$ cat src/rtl/spm_pkg.sv
// Shared types for the SpMV row tagger: FSM state encoding and output token layout.
// Row-count and nnz-count widths come from `DIM_W / `NNZ_W (defaults below).
`ifndef DIM_W
`define DIM_W 16
`endif
`ifndef NNZ_W
`define NNZ_W 32
`endif

package spm_pkg;

   localparam int SPM_DATA_W = 32;
   localparam int SPM_DIM_W  = `DIM_W;
   localparam int SPM_NNZ_W  = `NNZ_W;

   typedef enum logic [1:0] {
      IDLE,
      LOAD,
      STREAM,
      DONE
   } tag_state_t;

   typedef struct packed {
      logic [SPM_DATA_W-1:0] val;
      logic [SPM_DATA_W-1:0] col_idx;
      logic [SPM_DIM_W-1:0]  row_idx;
      logic                  last;
      logic                  empty;
   } tag_tok_t;

endpackage

$ cat src/rtl/spm_row_tagger_fifo.sv
// Two-entry beat FIFO with a lane read pointer; the head beat pops once the pointer
// passes its last valid lane (lane before the lowest set mask bit above lane 0).
module spm_beat_fifo
   import spm_pkg::*;
#(
   parameter int NUM_CH = 16,
   parameter int LANE_W = 32
) (
   input  logic                           clk,
   input  logic                           clr,
   input  logic                           wr_val,
   input  logic [NUM_CH-1:0][LANE_W-1:0]  wr_data,
   input  logic [NUM_CH-1:0]              wr_mask,
   input  logic                           adv,
   output logic                           rdy,
   output logic                           empty,
   output logic [LANE_W-1:0]              head
);

   localparam int LB = $clog2(NUM_CH);

   logic [NUM_CH-1:0][LANE_W-1:0] mem [2];
   logic [NUM_CH-1:0]             mask_mem [2];
   logic                          wr_ptr;
   logic                          rd_ptr;
   logic [1:0]                    cnt;
   logic [LB-1:0]                 lane;
   logic [LB-1:0]                 last_lane;
   logic                          wr;
   logic                          pop;

   // ready is taken from registered occupancy, so a pop frees the slot one cycle later
   assign rdy   = (cnt != 2'd2);
   assign empty = (cnt == 2'd0);
   assign wr    = wr_val && rdy;
   assign head  = mem[rd_ptr][lane];
   assign pop   = adv && !empty && (lane == last_lane);

   always_comb begin
      last_lane = LB'(NUM_CH - 1);
      for (int i = NUM_CH - 1; i >= 1; i--) begin
         if (mask_mem[rd_ptr][i]) last_lane = LB'(i - 1);
      end
   end

   always_ff @(posedge clk) begin
      if (clr) begin
         wr_ptr <= 1'b0;
         rd_ptr <= 1'b0;
         cnt    <= 2'd0;
         lane   <= '0;
      end else begin
         if (wr) wr_ptr <= ~wr_ptr;
         if (pop) rd_ptr <= ~rd_ptr;
         if (adv && !empty) lane <= pop ? '0 : lane + 1'b1;
         case ({wr, pop})
            2'b10:   cnt <= cnt + 2'd1;
            2'b01:   cnt <= cnt - 2'd1;
            default: cnt <= cnt;
         endcase
      end
   end

   always_ff @(posedge clk) begin
      if (wr) begin
         mem[wr_ptr]      <= wr_data;
         mask_mem[wr_ptr] <= wr_mask;
      end
   end

endmodule

$ cat src/rtl/spm_row_tagger.sv
// Serializes buffered nnz/row-length beats into row-tagged tokens, one per cycle.
// Optional checking (ovf_err, cnt_err) is built when SPM_ROW_TAGGER_CHECK_EN is defined.
//
// state  | meaning
// IDLE   | waiting for spmv_init to fall
// LOAD   | fetch next row length; empty rows emit a marker token here
// STREAM | emit elements of the current row, rem counts down to 1
// DONE   | all rows emitted; remaining buffered data ignored
module spm_row_tagger
   import spm_pkg::*;
#(
   parameter int NUM_CH = 16,
   parameter int DATA_W = SPM_DATA_W
) (
   input  logic                           clk,
   input  logic                           rst,
   input  logic                           spmv_init,
   input  logic [SPM_DIM_W-1:0]           spm_nr,
   input  logic [SPM_NNZ_W-1:0]           spm_nnz,
   input  logic                           nnz_beat_val,
   input  logic [NUM_CH-1:0][DATA_W-1:0]  spm_val,
   input  logic [NUM_CH-1:0][DATA_W-1:0]  spm_col_idx,
   input  logic [NUM_CH-1:0]              last_not_valid,
   output logic                           nnz_rdy,
   input  logic                           len_beat_val,
   input  logic [NUM_CH-1:0][DATA_W-1:0]  spm_row_len,
   output logic                           len_rdy,
   output logic                           out_vld,
   input  logic                           out_rdy,
   output logic [DATA_W-1:0]              out_val,
   output logic [DATA_W-1:0]              out_col_idx,
   output logic [SPM_DIM_W-1:0]           out_row_idx,
   output logic                           out_row_last,
   output logic                           out_empty,
   output logic                           tag_done,
   output logic                           ovf_err,
   output logic                           cnt_err
);

   tag_state_t                      state, state_nxt;
   logic                            clr;
   logic                            init_q;
   logic [SPM_DIM_W-1:0]            nr_q;
   logic [SPM_DIM_W-1:0]            row_idx, row_nxt, row_inc;
   logic [DATA_W-1:0]               rem, rem_nxt;
   tag_tok_t                        tok_q, tok_nxt;
   logic                            out_vld_q;
   logic                            slot_free;
   logic                            issue;
   logic                            len_adv, nnz_adv;
   logic                            len_empty, nnz_empty;
   logic [DATA_W-1:0]               len_head;
   logic [2*DATA_W-1:0]             nnz_head;
   logic [NUM_CH-1:0][2*DATA_W-1:0] nnz_wr;

   assign clr = rst || spmv_init;

   always_comb begin
      for (int i = 0; i < NUM_CH; i++) nnz_wr[i] = {spm_val[i], spm_col_idx[i]};
   end

   spm_beat_fifo #(.NUM_CH(NUM_CH), .LANE_W(2*DATA_W)) u_nnz_fifo (
      .clk     (clk),
      .clr     (clr),
      .wr_val  (nnz_beat_val),
      .wr_data (nnz_wr),
      .wr_mask (last_not_valid),
      .adv     (nnz_adv),
      .rdy     (nnz_rdy),
      .empty   (nnz_empty),
      .head    (nnz_head)
   );

   spm_beat_fifo #(.NUM_CH(NUM_CH), .LANE_W(DATA_W)) u_len_fifo (
      .clk     (clk),
      .clr     (clr),
      .wr_val  (len_beat_val),
      .wr_data (spm_row_len),
      .wr_mask ('0),
      .adv     (len_adv),
      .rdy     (len_rdy),
      .empty   (len_empty),
      .head    (len_head)
   );

   // output register can take a new token when it is empty or being drained this cycle
   assign slot_free = !out_vld_q || out_rdy;
   assign row_inc   = row_idx + 1'b1;

   always_comb begin
      state_nxt = state;
      row_nxt   = row_idx;
      rem_nxt   = rem;
      tok_nxt   = '0;
      issue     = 1'b0;
      len_adv   = 1'b0;
      nnz_adv   = 1'b0;
      case (state)
         IDLE: begin
            if (init_q && !spmv_init) state_nxt = (nr_q == '0) ? DONE : LOAD;
         end
         LOAD: begin
            if (!len_empty) begin
               if (len_head == '0) begin
                  if (slot_free) begin
                     issue           = 1'b1;
                     tok_nxt.row_idx = row_idx;
                     tok_nxt.last    = 1'b1;
                     tok_nxt.empty   = 1'b1;
                     len_adv         = 1'b1;
                     row_nxt         = row_inc;
                     if (row_inc == nr_q) state_nxt = DONE;
                  end
               end else begin
                  rem_nxt   = len_head;
                  len_adv   = 1'b1;
                  state_nxt = STREAM;
               end
            end
         end
         STREAM: begin
            if (!nnz_empty && slot_free) begin
               issue           = 1'b1;
               tok_nxt.val     = nnz_head[2*DATA_W-1:DATA_W];
               tok_nxt.col_idx = nnz_head[DATA_W-1:0];
               tok_nxt.row_idx = row_idx;
               tok_nxt.last    = (rem == DATA_W'(1));
               nnz_adv         = 1'b1;
               rem_nxt         = rem - 1'b1;
               if (rem == DATA_W'(1)) begin
                  row_nxt   = row_inc;
                  state_nxt = (row_inc == nr_q) ? DONE : LOAD;
               end
            end
         end
         DONE: begin
            state_nxt = DONE;
         end
         default: state_nxt = IDLE;
      endcase
   end

   always_ff @(posedge clk) begin
      if (rst) begin
         init_q <= 1'b0;
         nr_q   <= '0;
      end else begin
         init_q <= spmv_init;
         if (spmv_init) nr_q <= spm_nr;
      end
   end

   always_ff @(posedge clk) begin
      if (clr) begin
         state     <= IDLE;
         row_idx   <= '0;
         rem       <= '0;
         tok_q     <= '0;
         out_vld_q <= 1'b0;
      end else begin
         state   <= state_nxt;
         row_idx <= row_nxt;
         rem     <= rem_nxt;
         if (issue) begin
            tok_q     <= tok_nxt;
            out_vld_q <= 1'b1;
         end else if (out_rdy) begin
            out_vld_q <= 1'b0;
         end
      end
   end

   assign out_vld      = out_vld_q;
   assign out_val      = tok_q.val;
   assign out_col_idx  = tok_q.col_idx;
   assign out_row_idx  = tok_q.row_idx;
   assign out_row_last = tok_q.last;
   assign out_empty    = tok_q.empty;
   // the final token may still be waiting in the output register after entering DONE
   assign tag_done     = (state == DONE) && !out_vld_q;

`ifdef SPM_ROW_TAGGER_CHECK_EN
   logic [SPM_NNZ_W-1:0] nnz_q;
   logic [SPM_NNZ_W-1:0] elem_cnt, elem_cnt_nxt;
   logic                 ovf_q, cnt_err_q;

   assign elem_cnt_nxt = elem_cnt + SPM_NNZ_W'(issue && (state == STREAM));

   always_ff @(posedge clk) begin
      if (rst) nnz_q <= '0;
      else if (spmv_init) nnz_q <= spm_nnz;
   end

   always_ff @(posedge clk) begin
      if (clr) begin
         elem_cnt  <= '0;
         ovf_q     <= 1'b0;
         cnt_err_q <= 1'b0;
      end else begin
         elem_cnt <= elem_cnt_nxt;
         if ((nnz_beat_val && !nnz_rdy) || (len_beat_val && !len_rdy)) ovf_q <= 1'b1;
         if (state != DONE && state_nxt == DONE && elem_cnt_nxt != nnz_q) cnt_err_q <= 1'b1;
      end
   end

   assign ovf_err = ovf_q;
   assign cnt_err = cnt_err_q;
`else
   logic unused_nnz;
   assign unused_nnz = ^spm_nnz;
   assign ovf_err    = 1'b0;
   assign cnt_err    = 1'b0;
`endif

endmodule

$ cat config.mk
export PLATFORM = sky130hd
export DESIGN_NAME = spm_row_tagger
export DESIGN_NICKNAME = d
export VERILOG_FILES = /design/src/rtl/spm_pkg.sv /design/src/rtl/spm_row_tagger_fifo.sv /design/src/rtl/spm_row_tagger.sv
export SDC_FILE = /design/constraint.sdc
export NUM_CORES = 2
export LEC_CHECK = 0
export CELL_PAD_IN_SITES_DETAIL_PLACEMENT = 2
export CELL_PAD_IN_SITES_GLOBAL_PLACEMENT = 2
export CORE_AREA = 5 5 650 652
export CTS_BUF_LIST = sky130_fd_sc_hd__clkbuf_16
export CTS_CLUSTER_DIAMETER = 200
export DETAILED_ROUTE_END_ITERATION = 7
export DIE_AREA = 0 0 655 657
export HOLD_SLACK_MARGIN = 0.05
export PLACE_DENSITY_LB_ADDON = 0.1
export SETUP_SLACK_MARGIN = 0.3
export SKIP_LAST_GASP = 1
export SYNTH_ARGS = -nofsm -noshare
export SYNTH_HDL_FRONTEND = slang
export SYNTH_SLANG_ARGS = --single-unit
$ cat constraint.sdc
create_clock -name clk -period 71.5 [get_ports clk]
set_input_delay 21.45 -clock clk [delete_from_list [all_inputs] [get_ports clk]]
set_output_delay 21.45 -clock clk [all_outputs]
set_load 0.02 [all_outputs]
## Word level (Yosys, flattened, before mapping)

Memories as Yosys holds them, arrays and structs flattened. A register that Yosys moved wholly into a read port is not among the register bits.
Cells that the tools add are included.

- Register bits after elaboration: 166
- Logic and storage cells: 171
- RAM bits: 3104
- Bits of input ports: 1606
- Memories kept: 3

Memory list:

| memory | depth | bits a word | rd ports | clocked after Yosys merged registers in | wr ports | RTL line | text |
|---|---|---|---|---|---|---|---|
| u_nnz_fifo.mem | 2 | 1024 | 1 | 1 | 1 | spm_row_tagger_fifo.sv:22 | `logic [NUM_CH-1:0][LANE_W-1:0] mem [2];` |
| u_len_fifo.mem | 2 | 512 | 1 | 1 | 1 | spm_row_tagger_fifo.sv:22 |  |
| u_nnz_fifo.mask_mem | 2 | 16 | 1 | 1 | 1 | spm_row_tagger_fifo.sv:23 | `logic [NUM_CH-1:0] mask_mem [2];` |

- Magnitude comparators: 2
- Reduce and logical (&&, ||, !) cells: 27
- Multiplexer cells: 86
- Add/sub/neg operators: 8
- Equal/unequal tests: 22
- Bitwise operators: 4

Operator list:

| cell | count |
|---|---|
| $bmux W64 S4 | 1 |
| $bmux W32 S4 | 1 |
| $mux W32 | 4 |
| $mux W64 | 2 |
| $mux W81 | 1 |
| $mux W16 | 5 |
| $mux W4 | 18 |
| $pmux W32 S2 | 1 |
| $mux W18 | 3 |
| $pmux W17 S2 | 1 |
| $eq A32 B1 Y1 const B | 1 |
| $logic_not A32 Y1 | 1 |
| $pmux W16 S2 | 1 |
| $sub A32 B1 Y32 const B | 1 |
| $mux W2 | 13 |
| $mux W3 | 8 |
| $mux W1 | 23 |
| $ne A2 B2 Y1 const B | 9 |
| $add A16 B1 Y16 const B | 1 |
| $eq A16 B16 Y1 | 1 |
| $logic_not A16 Y1 | 1 |
| $reduce_and A6 Y1 | 2 |
| $lt A4 B5 Y1 const B | 2 |
| $logic_and A1 B1 Y1 | 9 |
| 16 further kinds | 39 |

## Longest topological paths before layout

- Depth after elaboration: 19
- Mapped depth: 18
- Mapped depth without buffers: 13

## By module

From an unflattened synthesis, not the netlist that was laid out.

- Cells, all modules: 5479
- Area, all modules: 126477.6 µm²

By module, submodules not included:

| module | cells an instance | times used | area an instance (µm²) |
|---|---|---|---|
| spm_beat_fifo at u_nnz_fifo | 3043 | 1 | 79118.4 |
| spm_beat_fifo at u_len_fifo | 1592 | 1 | 40446.3 |
| spm_row_tagger | 844 | 1 | 6912.9 |

## Worst setup path before layout

Ideal clock, no wire load.

- Kind: input port to flip-flop
- From: input port nnz_beat_val
- To: memory u_nnz_fifo.mask_mem[0][10] (enable)
- Data arrival time: 64.476 ns
- Data required time: 69.025 ns
- Path buffers: 0
- Cell stages on the path: 2
- Slack: 4.548 ns
- Path through: nand2_1 nor2_1

- Cells in the longest elaborated chain, start to end: 3

Ends and longest elaborated chain:

| element | RTL line | text |
|---|---|---|
| from (decl) | spm_row_tagger.sv:20 | `input logic nnz_beat_val,` |
| $logic_and A1 B1 Y1 | spm_row_tagger_fifo.sv:35 | `assign wr = wr_val && rdy;` |
| $mux W1 | spm_row_tagger_fifo.sv:65 | `if (wr) begin` |
| $mux W1 (implied by the code) | spm_row_tagger_fifo.sv:67 | `mask_mem[wr_ptr] <= wr_mask;` |
| to (decl) | spm_row_tagger_fifo.sv:23 |  |

Every way passes these cells.

## Worst setup path after layout

- From: input port len_beat_val
- To: memory u_len_fifo.mem[0][165] in the netlist's numbering (enable)

- Cells in the longest elaborated chain, start to end: 3

Ends and longest elaborated chain:

| element | RTL line | text |
|---|---|---|
| from (decl) | spm_row_tagger.sv:25 | `input logic len_beat_val,` |
| $logic_and A1 B1 Y1 | spm_row_tagger_fifo.sv:35 |  |
| $mux W1 | n/a |  |
| $mux W1 (implied by the code) | spm_row_tagger_fifo.sv:66 | `mem[wr_ptr] <= wr_data;` |
| to (decl) | spm_row_tagger_fifo.sv:22 |  |

Every way passes these cells.

==> impl_metrics.ini <==
[global_route]
grt.overflow.total = 0
grt_pass1_wl_mm = 654
grt_usage_pct = 21.8
grt_max_degree = 163
antenna_found_initial = 513
grt_pass1_vias = 79100

[sta]
tns_ps = 0
max_freq_mhz = 37.7
relSlewSlack_pct = 0.0458
finalMaxSlewViolations = 0
rsz0062_at_grt = false
worstMarginPinSlew_ps = 1500
fin_crit_ps = 26560
finalHoldViolCount = 0
min_period_over_period_pct = 37.1
skew_ps = 51.3
setup_viol = 0

[cells_and_area]
multi_input_area_um2 = 28100
drive_above_1_share_pct = 13.4
nNetsFinal = 9926
fillers = 40000
regArea_um2 = 96500
syn2layout_area_growth_pct = 28.0

[worst_setup_path]
cp-startpoint = len_beat_val
cp.required_ps = 72040
crit_chain = clkdlybuf4s50_1, nand2_1, nor2_4, buf_4, buf_4, buf_4, buf_4, buf_4, buf_4
cp-end-kind = register
crit_buf_inv = 7
start_kind = input port
crit_top_cell = buf_4
cp_data_arrival_time_ps = 27090
slowest_stage = buf_4
critPathMaxFanout = 67
crit_family = buffers and inverters
crit_type = input port to register
cp_slowest_stage_delay_ps = 830

[floorplanning]
die_area_um2 = 430000
initial_core_util_pct = 30.4
rows = 237
pin_count = 1694
core_region_area_um2 = 416000
fp.dieW_um = 655
die_h_um = 657

[synthesis]
ys_ff_latch = 3270
synthArstFlopShare_pct = 0
yosysMostFrequentCell = edfxtp_1
synthTopCellsByArea = edfxtp_1, mux4_2, mux2i_1, dfxtp_1, a22oi_1
seq_area_frac_synth_pct = 76.4
synth_cell_types = 70
synth_area_um2 = 126000
avgSynthCellArea_um2 = 19.3
netlist.area_leader.share_pct = 73.7
synthTopCellsByCount = edfxtp_1, mux2i_1, mux4_2, a22oi_1, a21oi_1
ys.flop_type = edfxtp_1
synth_top_area_cell = edfxtp_1
yosysWarnings = 0
synth_edf_count = 3102
syn_inst = 6548

[pwr]
p_leak_uw = 0.0503
p_total_uw = 4320
peakVddDrop_v = 0.0000177
powerDensity_nw_per_um2 = 26.7

[route]
drtIter0Drc = 5177
routed_via_density = 5.08
ant_nets = 0
vias = 72500
drc = 0
totalWireLength_mm = 484
wl_per_cell_um = 33.9
first_pass_iters = 5

[clock_network]
cts_max_level = 5
cts_sinks = 3270
numCtsBuffers = 378
clock_path_buffers = 4
ctsHoldBuffers = 0
post_cts_buffers = 0
clock-root-buffer = clkbuf_16
insertion_delay_ps = 960
cts_tree = done
post_cts_resized = 0
path_clk_slew_ps = 60

[placement]
port_buffers = 1658
dpl.hpwl_mm = 343
gp_congestion = 0.781

[run]
drv_cap = 0

[min_path]
hold_path_class = register to register
hold_start = out_row_idx[13]

[run_status]
status = completed
-- layer usage --
layer / vias to the layer above / global-route usage (%) / routed length (um)
met2: 2465 / 39.3 / 253000
met5: - / 0 / 1280
met1: 37900 / 24.2 / 174000
met4: 196 / 7.80 / 20100
met3: 1222 / 6.36 / 35200
li1: 30800 / - / -
-- layout by cell type, fill, tap and decap left out, types with 54 or more instances in the layout --
| cell type | n |
|---|---|
| clkdlybuf4s50_1 | 1657 |
| mux4_2 | 458 |
| nor2_1 | 102 |
| dfxtp_1 | 162 |
| clkbuf_16 | 386 |
| nand3_1 | 133 |
| mux2i_1 | 800 |
| diode_2 | 146 |
| buf_4 | 114 |
| nand2_1 | 185 |
| clkinv_1 | 91 |
| o21ai_0 | 162 |
| edfxtp_1 | 3102 |
| inv_1 | 126 |
| a21oi_1 | 216 |
| a22oi_1 | 239 |
| clkinv_2 | 54 |
| o221ai_1 | 90 |
-- logic make-up (layout without fill, tap and decap cells) --
family,count (synthesis),count (layout),share of synthesized area (%)
buf+inv,431,2503,1.44
compound gates,910,910,4.80
fa+ha+maj,12,12,0.119
simple gates,615,615,2.36
xor+xnor,35,35,0.243
other cells,1,148,0.00297
mux,1274,1274,14.6
flops,3270,3270,76.4
-- worst reg2reg max path, stage by stage, from the launching register on --
cell and delay, ps:
dfxtp_4 640, buf_4 670, buf_4 790, buf_4 820
mux2i_1 380, a22oi_1 150, nand3_1 140, o21ai_0 110
nor2_1 870, nand4_1 370, nor4_4 840, a21oi_1 460
o21ai_1 990, mux2i_1 300
-- flip-flops by register name, summed over array words and instances (netlist names), 2 cells and up, named ones only --
| name | flops |
|---|---|
| out_row_idx | 16 |
| out_col_idx | 32 |
| u_len_fifo.mem | 1024 |
| u_nnz_fifo.mem | 2048 |
| nr_q | 16 |
| u_len_fifo.cnt | 2 |
| rem | 32 |
| u_nnz_fifo.mask_mem | 30 |
| state | 2 |
| out_val | 32 |
| row_idx | 16 |
| u_nnz_fifo.lane | 4 |
| u_len_fifo.lane | 4 |
| u_nnz_fifo.cnt | 2 |
-- layout make-up --
| type | instances | area share (%) |
|---|---|---|
| Antenna cell | 146 | 0.226 |
| Timing Repair Buffer | 1789 | 11.0 |
| Clock inverter | 307 | 1.38 |
| Tap cell | 5497 | 4.25 |
| Sequential cell | 3270 | 59.7 |
| Inverter | 21 | 0.0518 |
| Multi-Input combinational cell | 2848 | 17.4 |
| Clock buffer | 386 | 5.97 |
-- through the flow --
| stage | area [um2] | setup slack [ps] | utilization [%] | instances | hold WS [ps] |
|---|---|---|---|---|---|
| CTS | 161000 | 44800 | 38.8 | 14100 | 472 |
| detailed placement | 149000 | 43770 | 35.9 | 13400 | 464 |
| finish | 162000 | 44940 | 38.9 | 14300 | 468 |
| floorplan | 126000 | 4550 | - | 6549 | 433 |
| global route | 161000 | 44590 | 38.8 | 14200 | 485 |
| global placement | 149000 | 43820 | 35.9 | 13400 | 444 |
-- worst paths after layout --
path / to / slack, ps / cells past startpoint
worst min register to register: out_row_idx[13] / 470 / 2
worst min-delay path: out_row_idx[13] / 470 / 2
worst max register to register: rem[1] / 63900 / 13
worst max-delay path: u_len_fifo.mem[0][165] / 44940 / 9
-- where the power goes --
part | total (uW) | switching (uW) | internal (uW)
clock network | 1870 | 794 | 1080
registers | 2210 | 21.1 | 2190
logic | 236 | 117 | 119
total | 4320 | 932 | 3390
Power figures use the tool's default switching activity.
